--- src/rtl/if_stage_pkg.sv ---
// if_stage_pkg: shared defines for the fetch stage (reset PC, bubble instruction, FSM encoding).
package if_stage_pkg;
   localparam logic [31:0] RESET_PC_DEF  = 32'hBFC0_0000;
   localparam logic [31:0] NOP_INSTR_DEF = 32'h0000_0000;
   typedef enum logic {BOOT = 1'b0, RUN = 1'b1} if_state_e;
endpackage

--- src/rtl/if_id_reg.sv ---
// if_id_reg: IF/ID pipeline register with hold (stall) and bubble (flush/boot) controls.
module if_id_reg
   import if_stage_pkg::*;
#(
   parameter logic [31:0] NOP_INSTR = NOP_INSTR_DEF
) (
   input  logic        clk,
   input  logic        rst,
   input  logic        hold,
   input  logic        bubble,
   input  logic [31:0] instr_i,
   input  logic [31:0] pc_i,
   input  logic        adel_i,
   output logic [31:0] instr_o,
   output logic [31:0] pc_o,
   output logic        adel_o
);
   logic [31:0] instr_d, instr_q, pc_d, pc_q;
   logic        adel_d, adel_q;
   // hold beats bubble so a stalled decode never loses its instruction
   always_comb begin
      instr_d = hold ? instr_q : bubble ? NOP_INSTR : instr_i;
      pc_d    = hold ? pc_q : pc_i;
      adel_d  = hold ? adel_q : !bubble && adel_i;
   end
   always_ff @(posedge clk or posedge rst) begin
      if (rst) begin
         instr_q <= NOP_INSTR;
         pc_q    <= 32'h0;
         adel_q  <= 1'b0;
      end else begin
         instr_q <= instr_d;
         pc_q    <= pc_d;
         adel_q  <= adel_d;
      end
   end
   assign instr_o = instr_q;
   assign pc_o    = pc_q;
   assign adel_o  = adel_q;
endmodule

--- src/rtl/if_stage.sv ---
// if_stage: instruction fetch (PC, pending redirect, boot FSM) feeding IF/ID; define IF_ADEL_CHECK_EN
// to flag misaligned fetch addresses as IF_ID_adel with a bubble instruction.
module if_stage
   import if_stage_pkg::*;
#(
   parameter logic [31:0] RESET_PC  = RESET_PC_DEF,
   parameter logic [31:0] NOP_INSTR = NOP_INSTR_DEF
) (
   input  logic        clk,
   input  logic        rst,
   input  logic        stall,
   input  logic        flush,
   input  logic        redirect,
   input  logic [31:0] redirect_target,
   output logic        inst_sram_en,
   output logic [3:0]  inst_sram_wen,
   output logic [31:0] inst_sram_addr,
   output logic [31:0] inst_sram_wdata,
   input  logic [31:0] inst_sram_rdata,
   output logic [31:0] IF_ID_instr,
   output logic [31:0] IF_ID_PCout,
   output logic        IF_ID_adel
);
   if_state_e   state_d, state_q;
   logic [31:0] pc_d, pc_q, pend_target_d, pend_target_q;
   logic        pend_valid_d, pend_valid_q, adel;
   logic        boot;
   assign boot = state_q == BOOT;
   // stalled redirects are parked until decode frees up; a fresh redirect always wins
   always_comb begin
      state_d       = RUN;
      pc_d          = boot || stall ? pc_q : redirect ? redirect_target :
                      pend_valid_q ? pend_target_q : pc_q + 32'd4;
      pend_valid_d  = pend_valid_q;
      pend_target_d = pend_target_q;
      if (!boot && stall && redirect) begin
         pend_valid_d  = 1'b1;
         pend_target_d = redirect_target;
      end else if (!boot && !stall) begin
         pend_valid_d  = 1'b0;
      end
   end
   always_ff @(posedge clk or posedge rst) begin
      if (rst) begin
         state_q       <= BOOT;
         pc_q          <= RESET_PC;
         pend_valid_q  <= 1'b0;
         pend_target_q <= 32'h0;
      end else begin
         state_q       <= state_d;
         pc_q          <= pc_d;
         pend_valid_q  <= pend_valid_d;
         pend_target_q <= pend_target_d;
      end
   end
`ifdef IF_ADEL_CHECK_EN
   assign adel = pc_q[1:0] != 2'b00;
`else
   assign adel = 1'b0;
`endif
   assign inst_sram_en    = 1'b1;
   assign inst_sram_wen   = 4'b0000;
   assign inst_sram_wdata = 32'h0;
   assign inst_sram_addr  = pc_d;
   if_id_reg #(.NOP_INSTR(NOP_INSTR)) u_if_id_reg (
      .clk     (clk),
      .rst     (rst),
      .hold    (stall),
      .bubble  (flush || boot),
      .instr_i (adel ? NOP_INSTR : inst_sram_rdata),
      .pc_i    (pc_q),
      .adel_i  (adel),
      .instr_o (IF_ID_instr),
      .pc_o    (IF_ID_PCout),
      .adel_o  (IF_ID_adel)
   );
endmodule

--- config.mk ---
export PLATFORM = sky130hd
export DESIGN_NAME = if_stage
export DESIGN_NICKNAME = d
export VERILOG_FILES = /design/src/rtl/if_stage_pkg.sv /design/src/rtl/if_id_reg.sv /design/src/rtl/if_stage.sv
export SDC_FILE = /design/constraint.sdc
export NUM_CORES = 1
export LEC_CHECK = 0
export BUFFER_PORTS_ARGS = -buffer_cell sky130_fd_sc_hd__buf_2
export CAP_MARGIN = 15
export CORE_MARGIN = 2
export CORE_UTILIZATION = 50
export DETAILED_ROUTE_END_ITERATION = 7
export GPL_ROUTABILITY_DRIVEN = 1
export PLACE_DENSITY = 0.89
export SYNTH_ARGS = -nofsm -noshare
export SYNTH_HDL_FRONTEND = slang
export SYNTH_SLANG_ARGS = --single-unit
--- constraint.sdc ---
create_clock -name clk -period 11.8 [get_ports clk]
set_clock_uncertainty 0.05 [all_clocks]
set_input_delay 3.54 -clock clk [delete_from_list [all_inputs] [get_ports clk]]
set_output_delay 3.54 -clock clk [all_outputs]
set_load 0.01 [all_outputs]
Word level (Yosys, flattened, before mapping)
Cells that the tools add are included.
{"block": "classes", "addsub": 1, "mul": 0, "n_div": 0, "n_lt_le_gt_ge": 0, "n_eq_ne": 0, "shifts": 0, "muxes": 6, "bitwise": 1, "reduce_logical": 7}
{"operator": "2-to-1 mux 32 bit", "count": 4}
{"operator": "adder 32 x 3 -> 32 bit, second input constant", "count": 1}
{"operator": "logical AND 1 bit", "count": 3}
{"operator": "logical OR 1 bit", "count": 2}
{"operator": "2-to-1 mux 1 bit", "count": 2}
{"operator": "nonzero test 2 bit", "count": 1}
{"operator": "logical NOT 1 bit", "count": 1}
{"operator": "inverter 1 bit", "count": 1}
{"block": "totals", "ff_bits": 130, "latchBits": 0, "ramBits": 0, "mem_bits_ro": 0, "output_inout_bits": 134, "wordCells": 21, "memories": 0}

Longest topological paths before layout
Gate-level depths: netlist of the first run.
{"block": "depth", "depth_word": 4, "depth_mapped": 7, "ltp_nobuf": 6}

Cells and area by module
Synthesis of the first run repeated with hierarchy kept, for this count alone.
{"block": "hier_totals", "hier_cells": 581, "hier_area_um2": 6442.4}
{"mod": "if_stage", "instances": 1, "cells_per_inst": 437, "area_each_um2": 4053.9, "seq_area_each_um2": 1662.8}
{"mod": "if_id_reg", "instances": 1, "cells_per_inst": 144, "area_each_um2": 2388.5, "seq_area_each_um2": 1626.6}

Least setup slack after synthesis of the first run
Ideal clock, no wire load.
{"block": "synth_path", "path_kind": "input-to-output", "from": "input redirect", "to": "output inst_sram_addr[3]", "arrival_ps": 4649, "path_slack_ps": 3561, "path_stages": 5, "cell_sequence": "buf_2 clkbuf_1 clkbuf_1 a21oi_1 o21ai_0"}
{"block": "synth_between", "elab_chain_len": 2}
{"item": "start, declared", "line": "if_stage.sv:13", "source": "input logic redirect,"}
{"item": "2-to-1 mux 32 bit (2 in series)", "line": "if_stage.sv:32", "source": "pc_d = boot || stall ? pc_q : redirect ? redirect_target :"}
{"item": "end, declared", "line": "if_stage.sv:17", "source": "output logic [31:0] inst_sram_addr,"}
Every way passes these cells.

Final worst setup path of the first run
{"block": "layout_path", "from": "input stall", "to": "output inst_sram_addr[10]"}
{"block": "layout_between", "elab_chain_len": 2}
{"item": "start, declared", "line": "if_stage.sv:11", "source": "input logic stall,"}
{"item": "logical OR 1 bit", "line": "if_stage.sv:32"}
{"item": "2-to-1 mux 32 bit", "line": "if_stage.sv:32"}
Every way passes these cells.

==> results.sh, run 1 <==
export IMPL_critPathRequiredTime_ps=8210
export IMPL_place_gp_congestion=0.861
export IMPL_antenna_found_initial=0
export IMPL_drtPass1Iterations=5
export IMPL_vias=5130
export IMPL_boundaryPins=203
export IMPL_io_buffers=164
export IMPL_path_cells="buf_2 -> buf_4 -> nor2b_2 -> buf_4 -> and3_1 -> a221o_2 -> buf_2"
export IMPL_wl_um=16300
export IMPL_slew_violations=0
export IMPL_fin_area_um2=7770
export IMPL_antenna_cells=0
export IMPL_synth_edf_count=0
export IMPL_avgSynthCellArea_um2=10.9
export IMPL_syn_inst=577
export IMPL_async_flop_share=1.00
export IMPL_core_um2=12500
export IMPL_p_per_area_nw_per_um2=184
export IMPL_status="complete, no violations"
export IMPL_yosys_warnings=0
export IMPL_critPathLaunchType="input pin"
export IMPL_hp_class="flip-flop to flip-flop"
export IMPL_cpMaxStageDelayCell="buf_4"
export IMPL_clk_path_buf_depth=2
export IMPL_die_h_um=116
export IMPL_row_count=41
export IMPL_ys_types=59
export IMPL_ys_flop_type="dfrtp_1"
export IMPL_grtUsageTotal=0.245
export IMPL_die_area_um2=13600
export IMPL_grt_ovfl_total=0
export IMPL_synth_seq_cells=130
export IMPL_final_setup_tns_ps=0
export IMPL_htreeDepth=4
export IMPL_yosysSeqAreaShare=0.517
export IMPL_hold_viol=0
export IMPL_post_cts_buffers=0
export IMPL_max_freq_mhz=110
export IMPL_min_period_ps=9070
export IMPL_clk_latency_ps=410
export IMPL_cts_sinks=130
export IMPL_worst_pin_slew_ps=941
export IMPL_clkSlewWorstSetupHoldPaths_ps=50
export IMPL_drt_initial_drc_count=342
export IMPL_place_area_um2=7110
export IMPL_fill_cells=1034
export IMPL_relSlewSlack=0.373
export IMPL_grt_pass1_vias=5011
export IMPL_synth_area_um2=6320
export IMPL_start_util=0.507
export IMPL_clockRootBuffer="clkbuf_16"
export IMPL_grt_max_degree=77
export IMPL_nets=797
export IMPL_instances_no_fill=912
export IMPL_critPathKind="input pin to output pin"
export IMPL_drive_above_1_share=0.388
export IMPL_final_period_utilization=0.769
export IMPL_ant_nets=0
export IMPL_cts_resized=0
export IMPL_place_inst=879
export IMPL_via_per_inst=5.63
export IMPL_maxCapViolCount=0
export IMPL_wl_per_cell_um=17.9
export IMPL_die_w_um=116
export IMPL_grt_pass1_wl_um=25300
export IMPL_setup_violations=0
export IMPL_drc_errors=0
export IMPL_worstPathMaxFanout=67
export IMPL_critPathCaptureType="output pin"
export IMPL_arrival_ps=5480
export IMPL_peakVddDrop_mv=0.108
export IMPL_cp_slowest_stage_delay_ps=630
export IMPL_syn2layout_area_growth_pct=23.0
export IMPL_numCtsBuffers=17
export IMPL_power_leakage_nw=3.79
export IMPL_cts_tree="built"
export IMPL_rsz0062_at_grt="false"
export IMPL_dp_hpwl_um=11000
export IMPL_cts_hold_repair_buffers=0
-- logic make-up (layout without fill, tap and decap cells) --
group,count (synthesis),after routing,synth area share
buffers and inverters,86,212,0.0778
adders and majority gates,1,1,0.00198
other,2,39,0.00119
xor gates and xnor gates,11,11,0.0153
DFF,130,130,0.517
AOI/OAI and AO/OA,138,138,0.152
muxes,66,66,0.117
and+or+nand+nor,143,143,0.118
-- cells in the final DEF, fill, tap and decap left out, types with 5 or more instances in the layout --
cell type and n:
nand3_1 16, nand4_1 13, xnor2_1 7, mux2_2 62
o21ai_0 23, inv_1 5, nand2_1 40, nor3_1 7
and3_1 19, nor2_1 26, clkbuf_16 17, a21oi_1 37
a22o_1 33, conb_1 39, dfstp_2 9, o22ai_1 5
dfrtp_1 121, a211oi_1 5, buf_2 164, o21a_1 5
buf_4 7
-- synthesized netlist by cell type, types with 2 or more instances --
master	count	area share
dfrtp_1	121	0.48
mux2_2	62	0.11
nand2_1	40	0.024
buf_4	39	0.046
a21oi_1	37	0.029
a22o_1	33	0.046
nor2_1	27	0.016
clkbuf_1	26	0.015
o21ai_0	23	0.018
and3_1	19	0.019
nand3_1	16	0.013
nand4_1	13	0.013
dfstp_2	9	0.037
buf_1	8	0.0048
nor3_1	7	0.0055
xnor2_1	7	0.0097
inv_1	6	0.0036
a211oi_1	5	0.0059
o21a_1	5	0.0059
o22ai_1	5	0.0050
a221oi_1	4	0.0055
mux2i_1	4	0.0063
o221ai_1	4	0.0055
xor2_1	4	0.0055
a221o_1	3	0.0048
buf_2	3	0.0024
nand2b_1	3	0.0030
nor4_1	3	0.0030
o31ai_1	3	0.0036
or3_1	3	0.0030
a211o_1	2	0.0028
a2bb2oi_1	2	0.0028
a31oi_1	2	0.0020
conb_1	2	0.0012
nand3b_1	2	0.0024
o211ai_1	2	0.0024
-- through the flow --
step	hold slack, ps	setup slack, ps	power, mW	util
6_report	432	2730	1.43	0.623
3_3_place_gp	410	2830	0.857	0.570
4_1_cts	437	2770	1.44	0.622
5_1_grt	463	2590	1.50	0.623
2_1_floorplan	392	3560	0.761	-
3_5_place_dp	425	2770	0.868	0.570
-- layout make-up --
type	count	area (um^2)	area share
multi-input cells	398	2710	0.348
well taps	172	215	0.0277
flip-flops and latches	130	3260	0.420
clock buffers	20	467	0.0601
inverters	7	28.8	0.00370
clock inverters	12	179	0.0230
repair buffers	173	908	0.117
-- where the power goes --
group	total [mW]	internal, mW	switching (mW)
Combinational	0.273	0.125	0.147
Sequential	0.590	0.525	0.0652
Clock	0.565	0.371	0.194
Total	1.43	1.02	0.406
-- per-layer routing --
| metal | wire length, um | global-route usage | vias to the layer above |
|---|---|---|---|
| met2 | 7890 | 0.414 | 258 |
| li1 | - | - | 2333 |
| met3 | 1340 | 0.0623 | 33 |
| met1 | 6740 | 0.301 | 2506 |
| met4 | 326 | 0.0984 | 0 |
| met5 | 0 | 0 | - |
-- registers in the layout (all words and copies together), names as in the netlist --
name,cells
u_if_id_reg.instr_o,32
pend_target_q,32
pend_valid_q,1
pc_q,32
u_if_id_reg.pc_o,32
state_q,1
-- critical path: cells and delay by family --
kind                   cells  cell delay (ps)
buffers and inverters      4             1140
and+or+nand+nor            2              430
AOI/OAI and AO/OA          1              310
-- path summary, 6_finish.rpt --
path                                                    start                               end  slack [ps]  depth (start not counted)
worst max-delay path                                    stall                inst_sram_addr[10]        2730                          7
worst min-delay path            pend_target_q[22]$_DFFE_PP0P_     pend_target_q[22]$_DFFE_PP0P_         430                          2
worst max register to register              pc_q[4]$_DFF_PP0_                pc_q[21]$_DFF_PP0_        9310                          5
worst min register to register  pend_target_q[22]$_DFFE_PP0P_     pend_target_q[22]$_DFFE_PP0P_         430                          2
max in group asynchronous                                 rst  u_if_id_reg.pc_o[27]$_DFFE_PP0N_        7130                          3
min in group asynchronous                                 rst  u_if_id_reg.pc_o[13]$_DFFE_PP0N_        3170                          2
No activity file was read; power rests on OpenSTA's default activity.
==> run 2: changes to the inputs <==
Settings changed: CORE_UTILIZATION 50 to 46, PLACE_DENSITY 0.89 to 0.86.
Clock period 11.8 ns to 7.8 ns, I/O delays scaled along.
==> run 2 against run 1 <==
  * Setup slack worse by 1700 ps
  * Final area down 1.0%
  * First-iteration DRC count up 6.7%
  * Power up 44%
  * Count of clock-buffer cells in the layout down 2
  * Clock power up 35%
  * Core utilization down 4.7 points
  * Worst hold slack better by 11 ps
  * Sequential cell count unchanged
  * Critical path depth unchanged
  * Critical path type unchanged
==> results.sh, run 2 (synthesized netlist as in run 1, its figures left out) <==
export IMPL_die_w_um=121
export IMPL_maxCapViolCount=0
export IMPL_instances_no_fill=914
export IMPL_via_per_inst=5.54
export IMPL_drive_above_1_share=0.388
export IMPL_p_int_mw=1.43
export IMPL_status="complete, no violations"
export IMPL_grt_pass1_vias=4859
export IMPL_core_um2=13300
export IMPL_post_cts_buffers=0
export IMPL_cts_sinks=130
export IMPL_setup_violations=0
export IMPL_start_util=0.473
export IMPL_slew_violations=0
export IMPL_nets=795
export IMPL_place_gp_congestion=0.839
export IMPL_peakVddDrop_mv=0.141
export IMPL_pwr_share_seq=0.432
export IMPL_final_cell_mix="buf_2, dfrtp_1, mux2_2"
export IMPL_grtUsageTotal=0.223
export IMPL_boundaryPins=203
export IMPL_wl_per_cell_um=17.5
export IMPL_htreeDepth=4
export IMPL_rsz0062_at_grt="false"
export IMPL_critPathLaunchType="input pin"
export IMPL_die_h_um=121
export IMPL_cts_hold_repair_buffers=0
export IMPL_clk_latency_ps=420
export IMPL_arrival_ps=4410
export IMPL_switchingPower_mw=0.627
export IMPL_clk_path_buf_depth=2
export IMPL_grt_ovfl_total=0
export IMPL_numCtsBuffers=17
export IMPL_critPathKind="input pin to output pin"
export IMPL_vias=5064
export IMPL_clockRootBuffer="clkbuf_16"
export IMPL_grt_max_degree=77
export IMPL_min_period_ps=6800
export IMPL_syn2layout_area_growth_pct=21.7
export IMPL_cts_resized=0
export IMPL_relSlewSlack=0.309
export IMPL_io_buffers=164
export IMPL_grt_pass1_wl_um=25300
export IMPL_combPwrFrac=0.199
export IMPL_final_setup_tns_ps=0
export IMPL_critPathCaptureType="output pin"
export IMPL_final_common_cell="buf_2"
export IMPL_ant_nets=0
export IMPL_antenna_cells=0
export IMPL_dp_hpwl_um=10800
export IMPL_die_area_um2=14700
export IMPL_p_per_area_nw_per_um2=268
export IMPL_drc_errors=0
export IMPL_drtPass1Iterations=5
export IMPL_max_freq_mhz=147
export IMPL_cts_tree="built"
export IMPL_worst_pin_slew_ps=1030
export IMPL_place_inst=881
export IMPL_p_sw_frac=0.304
export IMPL_drt_initial_drc_count=365
export IMPL_final_period_utilization=0.872
export IMPL_power_leakage_nw=3.74
export IMPL_clkSlewWorstSetupHoldPaths_ps=60
export IMPL_hp_class="flip-flop to flip-flop"
export IMPL_antenna_found_initial=1
export IMPL_worstPathMaxFanout=29
export IMPL_wl_um=16000
export IMPL_critPathRequiredTime_ps=5410
export IMPL_clkPwrFrac=0.369
export IMPL_row_count=42
export IMPL_hold_viol=0
-- run 2: changes by cell type in the layout (fill, tap and decap cells not counted), sizes merged --
cell / change
bufinv: -3
inv: +3
buf: -2
clkbuf: -2
clkinv: +1
clkinvlp: +1
-- run 2: critical path, cell delays in order --
cell and delay [ps]:
buf_2 440, inv_1 550, and3_1 360, a21oi_1 100
o21ai_0 90, a311o_1 350, buf_2 150
-- run 2: layout make-up --
cell class	instances	area, um^2
Inverter	7	28.8
Multi-Input combinational cell	398	2710
Tap cell	176	220
Clock buffer	18	439
Sequential cell	130	3260
Timing Repair Buffer	171	893
Fill cell	1146	5660
Clock inverter	14	131
-- run 2: through the flow --
step,worst slack [ps],total power [mW],hold WS (ps),instance area [um^2],util
3_3_place_gp,1040,1.29,412,7100,0.532
5_1_grt,874,2.17,460,7690,0.576
6_report,1000,2.06,444,7690,0.576
2_1_floorplan,1960,1.15,392,6460,-
3_5_place_dp,1040,1.31,427,7100,0.532
4_1_cts,1040,2.08,443,7670,0.575
-- run 2: routing by layer --
layer | routed length [um] | global-route usage | vias to the layer above
li1 | - | - | 2327
met2 | 7550 | 0.353 | 262
met4 | 237 | 0.0898 | 2
met3 | 1400 | 0.0597 | 28
met1 | 6800 | 0.292 | 2445
met5 | 17 | 0 | -
-- run 2: path summary, 6_finish.rpt --
check	slack [ps]	to	start	depth (start not counted)
max in group asynchronous	4380	pend_target_q[27]$_DFFE_PP0P_	rst	3
hold / removal	440	u_if_id_reg.pc_o[2]$_DFFE_PP0N_	u_if_id_reg.pc_o[2]$_DFFE_PP0N_	2
setup reg to reg	5270	pc_q[24]$_DFF_PP1_	pend_valid_q$_DFFE_PP0P_	6
setup / recovery	1000	inst_sram_addr[22]	redirect	7
hold reg to reg	440	u_if_id_reg.pc_o[2]$_DFFE_PP0N_	u_if_id_reg.pc_o[2]$_DFFE_PP0N_	2
min in group asynchronous	2070	u_if_id_reg.pc_o[13]$_DFFE_PP0N_	rst	2
-- run 2: power by group through the flow --
stage	logic [mW]	registers, mW	clock network [mW]
global route	0.454	0.904	0.815
CTS	0.413	0.887	0.777
finish	0.410	0.889	0.760
detailed placement	0.411	0.899	0
global placement	0.401	0.893	0
floorplan	0.258	0.894	0
==> run 3: changes to the inputs <==
Settings changed: MAX_ROUTING_LAYER set to met4.
==> run 3 against run 2 <==
  * Final cell count up 0.11%
  * Wire length up 0.35%
  * Final area about the same
  * Critical path depth unchanged
  * Fmax down 0.31%
  * Register-to-register slack about the same
  * Critical endpoint unchanged
==> results.sh, run 3 (synthesized netlist as in run 1, its figures left out) <==
export IMPL_htreeDepth=4
export IMPL_status="complete, no violations"
export IMPL_die_w_um=121
export IMPL_dp_hpwl_um=10800
export IMPL_total_power_mw=2.06
export IMPL_crit_family="buffers and inverters"
export IMPL_nets=795
export IMPL_worstSetupEndpoint="inst_sram_addr[22]"
export IMPL_cpMaxStageDelayCell="inv_1"
export IMPL_ant_nets=0
export IMPL_dr_wl_met2_um=7470
export IMPL_final_setup_tns_ps=0
export IMPL_path_cells="buf_2 -> inv_1 -> and3_1 -> a21oi_1 -> o21ai_0 -> a311o_1 -> buf_2"
export IMPL_met3_wirelength_um=1370
export IMPL_rsz0062_at_grt="false"
export IMPL_row_count=42
export IMPL_via_per_inst=5.57
export IMPL_clk_path_buf_depth=2
export IMPL_clk_latency_ps=420
export IMPL_instances_no_fill=915
export IMPL_max_freq_mhz=147
export IMPL_min_period_ps=6820
export IMPL_post_cts_buffers=0
export IMPL_startpoint="redirect"
export IMPL_wl_um=16100
export IMPL_setup_ws_ps=980
export IMPL_reg2reg_from="pend_valid_q$_DFFE_PP0P_"
export IMPL_r2r_setup_slack_ps=5260
export IMPL_numCtsBuffers=17
export IMPL_drc_errors=0
export IMPL_antenna_found_initial=1
export IMPL_final_period_utilization=0.874
export IMPL_hp_class="flip-flop to flip-flop"
export IMPL_syn2layout_area_growth_pct=21.7
export IMPL_relSlewSlack=0.309
export IMPL_drive_above_1_share=0.388
export IMPL_fill_cells=1144
export IMPL_place_inst=881
export IMPL_die_area_um2=14700
export IMPL_regArea_um2=3260
export IMPL_critPathKind="input pin to output pin"
export IMPL_r2r_cells=6
export IMPL_setup_violations=0
export IMPL_drt_initial_drc_count=417
export IMPL_slew_violations=0
export IMPL_arrival_ps=4430
export IMPL_core_um2=13300
export IMPL_top_layer="met4"
export IMPL_path_depth=7
export IMPL_grt_pass1_vias=4864
export IMPL_cts_hold_repair_buffers=0
export IMPL_multiInputGateArea_um2=2710
export IMPL_cp_common_cell="buf_2"
export IMPL_power_leakage_nw=3.74
export IMPL_wl_met1_um=6940
export IMPL_worstPathMaxFanout=29
export IMPL_place_area_um2=7100
export IMPL_fin_area_um2=7690
export IMPL_cts_tree="built"
export IMPL_io_buffers=164
export IMPL_die_h_um=121
export IMPL_critPathCaptureType="output pin"
export IMPL_grtUsageTotal=0.230
export IMPL_final_common_cell="buf_2"
export IMPL_start_util=0.473
export IMPL_cts_resized=0
export IMPL_dp_slack_ps=1040
export IMPL_final_cell_mix="buf_2, dfrtp_1, mux2_2"
export IMPL_grt_max_degree=77
export IMPL_critPathRequiredTime_ps=5410
export IMPL_maxCapViolCount=0
export IMPL_critPathLaunchType="input pin"
export IMPL_clockRootBuffer="clkbuf_16"
export IMPL_timing_rr_end="pc_q[24]$_DFF_PP1_"
export IMPL_peakVddDrop_mv=0.142
export IMPL_boundaryPins=203
export IMPL_p_per_area_nw_per_um2=268
export IMPL_cp_slowest_stage_delay_ps=560
export IMPL_grt_ovfl_total=0
export IMPL_hold_viol=0
export IMPL_cts_sinks=130
export IMPL_clkSlewWorstSetupHoldPaths_ps=60
export IMPL_place_gp_congestion=0.852
export IMPL_grt_pass1_wl_um=25300
export IMPL_worst_pin_slew_ps=1030
export IMPL_drtPass1Iterations=5
export IMPL_vias=5095
export IMPL_path_buf_inv=3
export IMPL_wl_per_cell_um=17.6
-- run 3: final cells by class --
| class | count | share of cell area |
|---|---|---|
| timing repair buffer | 171 | 0.116 |
| tap | 176 | 0.0286 |
| clock buffer | 18 | 0.0571 |
| antenna | 1 | 0.000325 |
| inverter | 7 | 0.00374 |
| multi-input combinational | 398 | 0.352 |
| clock inverter | 14 | 0.0171 |
| sequential | 130 | 0.425 |
-- run 3: per-stage QoR --
| stage | utilization | hold WS (ps) |
|---|---|---|
| after CTS | 0.575 | 443 |
| after global placement | 0.532 | 412 |
| after global routing | 0.576 | 458 |
| after detailed placement | 0.532 | 427 |
| after floorplan | - | 392 |
| final | 0.576 | 444 |
-- run 3: worst min-delay path, cell delays in order (launching register included) --
cell and delay [ps]:
dfrtp_1 350, nand2_1 50, o21ai_0 60
-- run 3: layer usage --
metal	GRT usage	up-vias
met5	-	-
met4	0.0898	0
met3	0.0573	24
met2	0.350	263
met1	0.297	2478
li1	-	2330
-- run 3: worst min path at each step --
stage,from,end,slack (ps),cells after the start
after floorplan,pend_target_q[22]$_DFFE_PP0P_,pend_target_q[22]$_DFFE_PP0P_,390,2
after global placement,pend_target_q[22]$_DFFE_PP0P_,pend_target_q[22]$_DFFE_PP0P_,410,2
after detailed placement,u_if_id_reg.pc_o[2]$_DFFE_PP0N_,u_if_id_reg.pc_o[2]$_DFFE_PP0N_,430,2
after CTS,u_if_id_reg.pc_o[2]$_DFFE_PP0N_,u_if_id_reg.pc_o[2]$_DFFE_PP0N_,440,2
after global routing,pend_target_q[29]$_DFFE_PP0P_,pend_target_q[29]$_DFFE_PP0P_,460,1
final,u_if_id_reg.pc_o[2]$_DFFE_PP0N_,u_if_id_reg.pc_o[2]$_DFFE_PP0N_,440,2
-- run 3: report_power, final --
group	total (mW)	internal [mW]	leakage, nW	switching [mW]
sequential	0.889	0.794	1.61	0.0951
combinational	0.410	0.189	1.86	0.221
clock	0.763	0.450	0.270	0.313
total	2.06	1.43	3.74	0.629
